--- src/rtl/float_pack.sv ---
// Shared floating-point format, constants and helpers for the coprocessor datapath.
// float_mul is a single-expression golden reference that uses the same saturation rules as the sequential unit.
package float_pack;

    localparam int N_mantisse = 23;
    localparam int N_exposant = 8;
    localparam int BIAS       = 2**(N_exposant-1) - 1;
    localparam int EXP_MAX    = 2**N_exposant - 2;

    typedef struct packed {
        logic                  s;
        logic [N_exposant-1:0] e;
        logic [N_mantisse-1:0] m;
    } float;

    typedef enum logic [1:0] {IDLE, MUL, NORM, DONE} mul_state_t;

    function automatic float float_zero(input logic sign);
        float z;
        z.s = sign;
        z.e = {N_exposant{1'b0}};
        z.m = {N_mantisse{1'b0}};
        return z;
    endfunction

    function automatic float float_mul(input float a, input float b);
        float                      r;
        logic [2*N_mantisse+1:0]   p;
        int                        e;
        r.s = a.s ^ b.s;
        p = (2*N_mantisse+2)'({1'b1, a.m}) * (2*N_mantisse+2)'({1'b1, b.m});
        e = int'(a.e) + int'(b.e) - BIAS;
        if (p[2*N_mantisse+1]) begin
            r.m = p[2*N_mantisse:N_mantisse+1];
            e   = e + 1;
        end else begin
            r.m = p[2*N_mantisse-1:N_mantisse];
        end
        if ((a.e == {N_exposant{1'b0}}) || (b.e == {N_exposant{1'b0}})) begin
            r = float_zero(r.s);
        end else if (e >= 2**N_exposant - 1) begin
            r.e = N_exposant'(EXP_MAX);
            r.m = {N_mantisse{1'b1}};
        end else if (e <= 0) begin
            r = float_zero(r.s);
        end else begin
            r.e = N_exposant'(e);
        end
        return r;
    endfunction

endpackage

--- src/rtl/float_mul_seq_mant_mul_iter.sv ---
// Iterative shift-add mantissa multiplier: one multiplier bit per cycle, N_M+1 cycles,
// exposes only the upper N_M+2 product bits needed for normalisation.
module mant_mul_iter #(
    parameter int N_M = 23
) (
    input  logic           clk,
    input  logic           reset,
    input  logic           start,
    input  logic [N_M:0]   a,
    input  logic [N_M:0]   b,
    output logic           busy,
    output logic           done,
    output logic [N_M+1:0] prod_hi
);

    localparam int CW = $clog2(N_M + 2);

    logic [2*N_M+1:0] mcand_r;
    logic [2*N_M+1:0] acc_r;
    logic [N_M:0]     mplier_r;
    logic [CW-1:0]    cnt_r;
    logic             busy_r;
    logic             done_r;

    // Shift-add iteration; done pulses for one cycle after the last partial product
    always_ff @(posedge clk) begin
        if (reset) begin
            mcand_r  <= '0;
            acc_r    <= '0;
            mplier_r <= '0;
            cnt_r    <= '0;
            busy_r   <= 1'b0;
            done_r   <= 1'b0;
        end else if (start) begin
            mcand_r  <= {{(N_M+1){1'b0}}, a};
            acc_r    <= '0;
            mplier_r <= b;
            cnt_r    <= '0;
            busy_r   <= 1'b1;
            done_r   <= 1'b0;
        end else if (busy_r) begin
            if (mplier_r[0]) begin
                acc_r <= acc_r + (mcand_r << cnt_r);
            end
            mplier_r <= mplier_r >> 1;
            cnt_r    <= cnt_r + CW'(1);
            if (cnt_r == CW'(N_M)) begin
                busy_r <= 1'b0;
                done_r <= 1'b1;
            end
        end else begin
            done_r <= 1'b0;
        end
    end

    assign busy    = busy_r;
    assign done    = done_r;
    assign prod_hi = acc_r[2*N_M+1:N_M];

endmodule

--- src/rtl/float_mul_seq.sv ---
// Sequential float multiplier: latches operands, runs the iterative mantissa multiplier,
// then normalises, saturates/flushes and holds the result under a valid/ready handshake.
module float_mul_seq
    import float_pack::*;
#(
    parameter int N_M = float_pack::N_mantisse,
    parameter int N_E = float_pack::N_exposant
) (
    input  logic             clk,
    input  logic             reset,
    input  logic             in_valid,
    output logic             in_ready,
    input  logic [N_E+N_M:0] op1,
    input  logic [N_E+N_M:0] op2,
    output logic             out_valid,
    input  logic             out_ready,
    output logic [N_E+N_M:0] result,
    output logic             ovf,
    output logic             unf
);

    localparam int EW     = N_E + 2;
    localparam int E_BIAS = 2**(N_E-1) - 1;
    localparam logic signed [EW-1:0] E_SAT_S  = EW'(2**N_E - 1);
    localparam logic signed [EW-1:0] E_ZERO_S = EW'(0);
    localparam logic [N_E-1:0]       E_MAXV   = N_E'(2**N_E - 2);

    mul_state_t             state_r, state_n;
    logic                   in_ready_r, out_valid_r;
    logic [N_E+N_M:0]       result_r;
    logic                   ovf_r, unf_r;
    logic                   sign_r, zero_r;
    logic signed [EW-1:0]   exp_r;

    logic                   accept_s;
    logic                   mul_busy_s, mul_done_s;
    logic [N_M+1:0]         prod_hi_s;
    logic                   carry_s;
    logic [N_M-1:0]         mant_s;
    logic signed [EW-1:0]   exp_adj_s;
    logic [N_E-1:0]         res_e_s;
    logic [N_M-1:0]         res_m_s;
    logic                   ovf_s, unf_s;

    mant_mul_iter #(.N_M(N_M)) u_mant_mul (
        .clk     (clk),
        .reset   (reset),
        .start   (accept_s),
        .a       ({1'b1, op1[N_M-1:0]}),
        .b       ({1'b1, op2[N_M-1:0]}),
        .busy    (mul_busy_s),
        .done    (mul_done_s),
        .prod_hi (prod_hi_s)
    );

    // Next-state decode and operand acceptance
    always_comb begin
        state_n  = state_r;
        accept_s = 1'b0;
        case (state_r)
            IDLE: begin
                if (in_valid) begin
                    accept_s = 1'b1;
                    state_n  = MUL;
                end else begin
                    state_n  = IDLE;
                end
            end
            MUL: begin
                if (mul_done_s && !mul_busy_s) begin
                    state_n = NORM;
                end else begin
                    state_n = MUL;
                end
            end
            NORM: state_n = DONE;
            DONE: begin
                if (out_ready) begin
                    state_n = IDLE;
                end else begin
                    state_n = DONE;
                end
            end
            default: state_n = IDLE;
        endcase
    end

    // Normalise the product, then apply zero / saturate / flush in priority order
    always_comb begin
        carry_s   = prod_hi_s[N_M+1];
        mant_s    = carry_s ? prod_hi_s[N_M:1] : prod_hi_s[N_M-1:0];
        exp_adj_s = exp_r + EW'(carry_s);
        res_e_s   = exp_adj_s[N_E-1:0];
        res_m_s   = mant_s;
        ovf_s     = 1'b0;
        unf_s     = 1'b0;
        if (zero_r) begin
            res_e_s = '0;
            res_m_s = '0;
        end else if (exp_adj_s >= E_SAT_S) begin
            res_e_s = E_MAXV;
            res_m_s = '1;
            ovf_s   = 1'b1;
        end else if (exp_adj_s <= E_ZERO_S) begin
            res_e_s = '0;
            res_m_s = '0;
            unf_s   = 1'b1;
        end else begin
            res_e_s = exp_adj_s[N_E-1:0];
            res_m_s = mant_s;
        end
    end

    // State, handshake flags, operand context and result registers
    always_ff @(posedge clk) begin
        if (reset) begin
            state_r     <= IDLE;
            in_ready_r  <= 1'b1;
            out_valid_r <= 1'b0;
            result_r    <= '0;
            ovf_r       <= 1'b0;
            unf_r       <= 1'b0;
            sign_r      <= 1'b0;
            zero_r      <= 1'b0;
            exp_r       <= '0;
        end else begin
            state_r     <= state_n;
            in_ready_r  <= (state_n == IDLE);
            out_valid_r <= (state_n == DONE);
            if (accept_s) begin
                sign_r <= op1[N_E+N_M] ^ op2[N_E+N_M];
                zero_r <= (op1[N_E+N_M-1:N_M] == '0) || (op2[N_E+N_M-1:N_M] == '0);
                // Unsigned sum minus bias wraps into the correct two's-complement value
                exp_r  <= EW'(op1[N_E+N_M-1:N_M]) + EW'(op2[N_E+N_M-1:N_M]) - EW'(E_BIAS);
            end
            if (state_r == NORM) begin
                result_r <= {sign_r, res_e_s, res_m_s};
                ovf_r    <= ovf_s;
                unf_r    <= unf_s;
            end
        end
    end

    assign in_ready  = in_ready_r;
    assign out_valid = out_valid_r;
    assign result    = result_r;
    assign ovf       = ovf_r;
    assign unf       = unf_r;

endmodule

--- config.mk ---
export PLATFORM = sky130hd
export DESIGN_NAME = float_mul_seq
export DESIGN_NICKNAME = d
export VERILOG_FILES = /design/src/rtl/float_pack.sv /design/src/rtl/float_mul_seq_mant_mul_iter.sv /design/src/rtl/float_mul_seq.sv
export SDC_FILE = /design/constraint.sdc
export NUM_CORES = 1
export LEC_CHECK = 0
export CAP_MARGIN = 40
export CORE_MARGIN = 5
export CORE_UTILIZATION = 59
export CTS_CLUSTER_DIAMETER = 200
export DETAILED_ROUTE_END_ITERATION = 16
export PLACE_DENSITY_LB_ADDON = 0.3
export REMOVE_ABC_BUFFERS = 1
export SLEW_MARGIN = 30
export SYNTH_ARGS = -nofsm -noshare
export SYNTH_HDL_FRONTEND = slang
export SYNTH_SLANG_ARGS = --single-unit
--- constraint.sdc ---
create_clock -name clk -period 5.5 [get_ports clk]
set_input_delay 0.825 -clock clk [delete_from_list [all_inputs] [get_ports clk]]
set_output_delay 0.825 -clock clk [all_outputs]
set_load 0.01 [all_outputs]
# Word-level counts from Yosys, hierarchy flattened
# Index checks and enable logic that the tools add are counted.
[op_classes]
add_sub_neg = 5
order_cmp = 2
n_eq_ne = 5
shift = 1
mux = 23
n_bitwise = 2
reduce_logical = 11
[ops]
columns = ["cell", "n"]
rows = [
  ["2-to-1 mux 23 bit", 4],
  ["adder 48 bit", 1],
  ["2-to-1 mux 24 bit", 2],
  ["<< shifter 24 x 5 -> 48 bit", 1],
  ["2-to-1 mux 8 bit", 3],
  ["zero test 8 bit", 2],
  ["2-to-1 mux 1 bit", 11],
  ["adder 10 x 1 -> 10 bit", 1],
  [">= comparator 10 x 9 -> 1 bit (second input constant)", 1],
  ["less-or-equal comparator 10 x 1 -> 1 bit (second input constant)", 1],
  ["subtractor 9 x 7 -> 10 bit (second input constant)", 1],
  ["adder 8 x 8 -> 9 bit", 1],
  ["one-hot mux 2 bit (4 select lines)", 1],
  ["== test 2 bit (second input constant)", 3],
  ["adder 5 x 1 -> 5 bit (second input constant)", 1],
  ["== test 5 bit (second input constant)", 1],
  ["zero test 2 bit", 2],
  ["2-to-1 mux 2 bit", 2],
  ["OR reduction 3 bit", 1],
  ["== test 2 x 1 -> 1 bit (second input constant)", 1],
  ["AND reduction 2 bit", 1],
  ["nonzero test 2 bit", 1],
  ["OR reduction 2 bit", 1],
  ["logical AND 1 bit", 1],
  ["other kinds (4)", 4],
]
[totals]
ff_bits = 153
in_bits = 68
out_inout_bits = 36
word_cells = 64

# Depth between registers and ports, before layout
# Gate-level depths: netlist (run 1).
[logic_depth]
word_depth = 5
ltp_mapped = 22
mapped_depth_nobuf = 19

# By module
# From an unflattened synthesis (run 1), not the netlist that was laid out.
[hier_totals]
cells_unflattened = 1397
area_unflattened_um2 = 11219.5
[modules_own_cells]
columns = ["module", "n_inst", "cells_per_inst", "area_each_um2", "seq_area_each_um2"]
rows = [
  ["mant_mul_iter", 1, 1057, 8184.1, 2062.0],
  ["float_mul_seq", 1, 340, 3035.4, 1001.0],
]

# Worst setup path before layout (run 1)
# OpenSTA, ideal clock, no wires.
[synth_timing]
path_kind = "reg2reg"
startpoint = "register u_mant_mul.cnt_r[0]"
endpoint = "register u_mant_mul.acc_r[40]"
setup_ns = 0.079
t_arrival_ns = 4.013
required_time_ns = 5.421
setup_slack_ns = 1.408
stages_incl_launch_ff = 19
period_less_slack_ns = 4.092
path_cell_list = "dfxtp_1 -> buf_2 -> buf_1 -> clkbuf_1 -> mux2i_1 -> mux2i_1 -> mux2_2 -> nor2_1 -> ha_1 -> a21o_1 -> a21o_1 -> a211o_1 -> a31oi_4 -> or3_1 -> a21oi_2 -> o21a_1 -> a21oi_1 -> mux2_1 -> o211ai_1"
[synth_via]
elab_chain_cells = 2
[synth_lines]
columns = ["element", "line", "rtl"]
rows = [
  ["start, declared", "float_mul_seq_mant_mul_iter.sv:21", "logic [CW-1:0] cnt_r;"],
  ["start signal, assigned", "float_mul_seq_mant_mul_iter.sv:46", "cnt_r <= cnt_r + CW'(1);"],
  ["<< shifter 24 x 5 -> 48 bit", "float_mul_seq_mant_mul_iter.sv:43", "acc_r <= acc_r + (mcand_r << cnt_r);"],
  ["adder 48 bit", "float_mul_seq_mant_mul_iter.sv:43", ""],
  ["end signal, assigned", "float_mul_seq_mant_mul_iter.sv:43", ""],
  ["end, declared", "float_mul_seq_mant_mul_iter.sv:19", "logic [2*N_M+1:0] acc_r;"],
]
# Every way passes these cells.
# A chain may end at the register's enable or synchronous reset.

# Final worst setup path (run 1)
[layout_timing]
startpoint = "register u_mant_mul.cnt_r[1]"
endpoint = "register u_mant_mul.acc_r[47]"
# Same word-level chain as after synthesis.

==> results of run 1 <==
-- layer usage --
metal / up-vias / share of wire [%] / track usage [%]
met2: 332 / 46 / 45.88
met3: 49 / 7.5 / 6.415
met5: - / 0 / 0
li1: 4941 / - / -
met4: 0 / 2.3 / 8.542
met1: 4645 / 45 / 39.83
-- sequential cells by signal (all words and copies together) (netlist names) --
register,flops
in_ready,1
u_mant_mul.done,1
zero_r,1
u_mant_mul.mcand_r,24
u_mant_mul.cnt_r,5
out_valid,1
u_mant_mul.acc_r,48
sign_r,1
result,32
u_mant_mul.busy,1
state_r,2
u_mant_mul.mplier_r,24
ovf,1
unf,1
exp_r,10
-- stage by stage --
stage	power (mW)	instances	worst slack [ns]	instance area, um2
global placement	1.569	1602	1.088	11690
detailed placement	1.582	1605	0.9029	11750
floorplan	1.434	1249	0.9721	10190
global route	2.902	1637	0.3652	12360
CTS	2.800	1637	0.8503	12360
finish	2.789	1637	0.8141	12360
-- final cells by class --
| class | count | area [um2] | share of cell area, % |
|---|---|---|---|
| Inverter | 27 | 101.3 | 0.8201 |
| Multi-Input combinational cell | 1069 | 7037 | 56.94 |
| Tap cell | 229 | 286.5 | 2.319 |
| Clock inverter | 14 | 172.7 | 1.397 |
| Timing Repair Buffer | 127 | 1257 | 10.18 |
| Sequential cell | 153 | 3064 | 24.79 |
| Clock buffer | 18 | 439.2 | 3.554 |
-- final timing paths --
| check | start | to | slack (ns) | cells after the start |
|---|---|---|---|---|
| worst max-delay path | u_mant_mul.cnt_r[1] | u_mant_mul.acc_r[47] | 0.81 | 16 |
| worst min register to register | u_mant_mul.acc_r[4] | u_mant_mul.acc_r[4] | 0.46 | 2 |
| worst min-delay path | u_mant_mul.acc_r[4] | u_mant_mul.acc_r[4] | 0.46 | 2 |
| worst max register to register | u_mant_mul.cnt_r[1] | u_mant_mul.acc_r[47] | 0.81 | 16 |
-- worst max-delay path, cell delays in order, from the launching register on --
cell       delay (ns)
dfxtp_1          0.71
mux2_2           0.41
o21ai_0          0.36
o21ai_0          0.29
o21ai_0          0.29
o22ai_1          0.14
ha_1             0.46
nand4_1          0.20
nor4_2           0.32
or3_1            0.16
o22a_1           0.12
o21ai_2          0.09
o2111ai_1        0.25
o2111ai_1        0.17
a21oi_1          0.21
mux2i_1          0.23
mux2i_1          0.19
-- where the power goes --
group          total (mW)  internal [mW]  switching (mW)  leakage (nW)
clock                1.22          0.666           0.558         0.299
combinational       0.382          0.173           0.209          3.30
sequential           1.18           1.14          0.0379          1.24
-- kinds of logic after synthesis --
group / share of synthesized area (%)
simple gates: 19.54
compound gates: 22.42
flops: 28.84
buf+inv: 5.006
mux: 11.63
fa+ha+maj: 8.034
xor+xnor: 4.535
-- cell usage in the layout, fill, tap and decap left out, types with 6 or more instances in the layout --
master,instances
a211oi_1,32
a21o_1,31
a21oi_1,136
a221oi_1,30
a31oi_1,6
and2_1,10
and3_1,11
buf_4,21
clkbuf_16,17
clkdlybuf4s50_1,102
dfxtp_1,152
ha_1,65
inv_1,26
inv_8,6
mux2_2,37
mux2i_1,66
mux4_2,6
nand2_1,186
nand2b_1,11
nand3_1,35
nand4_1,19
nor2_1,140
nor2b_1,6
nor3_1,6
nor4_1,6
o21a_1,6
o21ai_0,52
o21ai_1,6
o21bai_1,15
o22ai_1,14
or3_1,11
xnor2_1,38
xor2_1,17
==> results.yml, run 1 <==
outcome:
  status: "finished clean"
synth:
  yosysTopAreaCell: "dfxtp_1"
  yosysSeqAreaShare_pct: 28.84
  synth-main-ff-cell: "dfxtp_1"
  yosysTopAreaCellShare_pct: 28.84
  synth_area_um2: 10620
  ys_ff_latch: 153
  synth_cells: 1350
  synth_most_common_cell: "nand2_1"
  synth_edf_count: 0
  yosys-top-cells-area: "dfxtp_1 (29%), ha_1 (7.7%), nand2_1 (6.6%)"
  synth_common_cells: "nand2_1 (187), dfxtp_1 (153), nor2_1 (141)"
  postSynth.asyncResetShare_pct: 0
  syn_avg_cell_area_um2: 7.868
  ys_warn_count: 0
  synth.distinct_cells: 74
drt:
  firstDrtPassIters: 8
  drc: 0
  drtIter0Drc: 759
  ant_nets: 0
  wl_per_cell_um: 18.26
  wirelength_mm: 29.88
  routed_via_density: 6.089
  vias: 9967
clock_network:
  cts.sinks: 153
  cts_buffers: 17
  insertion_delay_ns: 0.44
  cts_resized: 0
  path_clk_slew_ns: 0.07
  cts_max_level: 4
  cts_max_path_buffers: 2
  cts_tree: "done"
  cts_setup_buffers: 0
  cts_hold_buf: 0
  cts-root-buf: "clkbuf_16"
floorplan:
  core_um2: 17840
  die_area_um2: 20790
  num_rows: 49
  fp.dieH_um: 144.2
  initial_core_util_pct: 59.53
  fp.dieW_um: 144.2
  num_io_pins: 104
worst_setup_path:
  arrival_ns: 5.06
  path_class: "reg2reg"
  worstPathRequired_ns: 5.87
  critPathCaptureType: "register"
  cp_max_fo: 13
  critPathLaunchType: "register"
timing:
  fin_hold_ws_ns: 0.4571
  slew_headroom_pct: 50.46
  max_freq_mhz: 213.4
  hold_viol_final: 0
  fin_crit_sh_pct: 85.20
  setup-violations-final: 0
  finalMaxSlewViolations: 0
  clock_skew_ns: 0.01525
  tightestPinTransition_ns: 0.7431
  fin_setup_tns_ns: 0
  post-route-min-period_ns: 4.686
  rsz0062_at_grt: "false"
cells_and_area:
  drive_gt1_share_pct: 8.452
  syn2layout_area_growth_pct: 16.35
  diodes: 0
  nets: 1530
  fin_util_pct: 69.27
  fill_cells: 1483
power_and_ir_drop:
  power_density_nw_per_um2: 225.7
  ir_drop_mv: 0.2293
  p_leak_nw: 4.840
grt:
  grt_start_max_net_pins: 81
  antenna_found_initial: 0
  grt-ovfl-total: 0
  track_usage_pct: 28.97
  grt_pass1_vias: 9429
  grt_pass1_wl_mm: 48.36
flow_run:
  cap_viol_max_count: 0
placed_design:
  gp_congestion: 0.9647
  dpl.hpwl_mm: 21.82
  port_buffers: 103
hold_path:
  hold_path_class: "reg2reg"
Power figures use the tool's default switching activity.
==> run 2, diff against run 1 <==
--- a/config.mk
+++ b/config.mk
@@ -7,7 +7,7 @@
 export LEC_CHECK = 0
 export CAP_MARGIN = 40
 export CORE_MARGIN = 5
-export CORE_UTILIZATION = 59
+export CORE_UTILIZATION = 55
 export CTS_CLUSTER_DIAMETER = 200
 export DETAILED_ROUTE_END_ITERATION = 16
 export PLACE_DENSITY_LB_ADDON = 0.3
==> results.yml, run 2 (synthesis results as in run 1) <==
clock_network:
  cts_buffers: 17
  cts-root-buf: "clkbuf_16"
  insertion_delay_ns: 0.43
  cts_setup_buffers: 0
  cts_resized: 0
  path_clk_slew_ns: 0.07
  cts_tree: "done"
  cts_max_path_buffers: 2
  cts_max_level: 4
  cts_hold_buf: 0
  cts.sinks: 153
drt:
  wl_per_cell_um: 17.87
  drc: 0
  ant_nets: 0
  drtIter0Drc: 783
  routed_via_density: 6.052
  wirelength_mm: 29.76
  vias: 10077
  firstDrtPassIters: 5
placed_design:
  numPlacedInstances: 1633
  dpl.hpwl_mm: 22.13
  pre_cts_ws_ns: 0.7998
  port_buffers: 103
  gp_congestion: 0.9903
cells_and_area:
  instances_no_fill: 1665
  syn2layout_area_growth_pct: 16.23
  nets: 1527
  mostFrequentLayoutCell: "nand2_1"
  diodes: 0
  largest_reg_flops: 48
  most-common-layout-cells: "nand2_1 (186), dfxtp_1 (152), nor2_1 (140)"
  largest_register: "u_mant_mul.acc_r"
  drive_gt1_share_pct: 8.256
grt:
  grt_pass1_wl_mm: 47.94
  track_usage_pct: 26.36
  antenna_found_initial: 0
  grt_pass1_vias: 9518
  grt-ovfl-total: 0
  grt_start_max_net_pins: 81
floorplan:
  fp.dieW_um: 149.0
  num_io_pins: 104
  core_um2: 18830
  num_rows: 50
  fp.dieH_um: 149.0
  die_area_um2: 22190
  initial_core_util_pct: 56.41
worst_setup_path:
  arrival_ns: 5.13
  critPathCaptureType: "register"
  path_class: "reg2reg"
  worstPathRequired_ns: 5.81
  critPathLaunchType: "register"
  r2r_cells: 17
  cp_max_fo: 22
timing:
  post-route-min-period_ns: 4.822
  rsz0062_at_grt: "false"
  setup-violations-final: 0
  hold_viol_final: 0
  layout_setup_ws_ns: 0.6777
  max_freq_mhz: 207.4
  fin_crit_sh_pct: 87.68
  clock_skew_ns: 0.01107
  tightestPinTransition_ns: 0.7749
  slew_headroom_pct: 48.34
  fin_setup_tns_ns: 0
  finalMaxSlewViolations: 0
power_and_ir_drop:
  p_leak_nw: 4.816
  ir_drop_mv: 0.1975
  total_power_mw: 2.753
  power_density_nw_per_um2: 223.0
flow_run:
  cap_viol_max_count: 0
hold_path:
  hold_path_class: "reg2reg"
  min_delay_path_depth: 2
outcome:
  status: "finished clean"
-- run 2: changes by cell type in the layout (fill, tap and decap cells not counted), sizes merged --
| cell | before | now |
|---|---|---|
| bufinv | 1 | 0 |
| clkinv | 4 | 8 |
| inv | 35 | 33 |
| clkinvlp | 1 | 0 |
| buf | 25 | 22 |
-- run 2: worst max-delay path, cell delays in order (launching register included) --
cell and delay [ns]:
dfxtp_1 0.68, buf_4 0.39, mux2i_1 0.27, mux2i_1 0.12, a21oi_1 0.40, mux2_2 0.29, mux2i_1 0.08, ha_1 0.37
a21oi_1 0.31, o21ai_0 0.23, or3_1 0.41, o22a_1 0.19, o21ai_2 0.12, o31a_1 0.29, o31ai_1 0.11, a21oi_1 0.18
xor2_1 0.17, o21ai_1 0.07
-- run 2: power breakdown --
part | internal, mW | total, mW | switching, mW
Sequential | 1.14 | 1.18 | 0.0379
Clock | 0.628 | 1.19 | 0.563
Combinational | 0.171 | 0.380 | 0.210
Total | 1.94 | 2.75 | 0.810
-- run 2: routing by layer --
layer	GRT usage (%)	wire, um
met4	7.323	547
met5	0	0
met1	36.29	13330
met3	5.439	2289
met2	42.07	13590
-- run 2: worst paths after layout --
check | start | end | slack (ns)
max | u_mant_mul.cnt_r[1] | u_mant_mul.acc_r[45] | 0.68
min | u_mant_mul.acc_r[6] | u_mant_mul.acc_r[6] | 0.46
max reg2reg | u_mant_mul.cnt_r[1] | u_mant_mul.acc_r[45] | 0.68
min reg2reg | u_mant_mul.acc_r[6] | u_mant_mul.acc_r[6] | 0.46
-- run 2: stage by stage --
step	util [%]	hold slack (ns)	instance area [um2]
after floorplan	-	0.4362	10190
after global placement	62.17	0.4441	11710
after detailed placement	62.31	0.4528	11730
after CTS	65.56	0.4636	12350
after global routing	65.56	0.4817	12350
final	65.56	0.4606	12350
-- run 2: cell type report --
| cell class | instances | area [um2] |
|---|---|---|
| timing repair buffer | 124 | 1206 |
| fill | 1637 | 6485 |
| multi-input combinational | 1069 | 7037 |
| sequential | 153 | 3064 |
| inverter | 27 | 101.3 |
| tap | 260 | 325.3 |
| clock inverter | 14 | 172.7 |
| clock buffer | 18 | 439.2 |
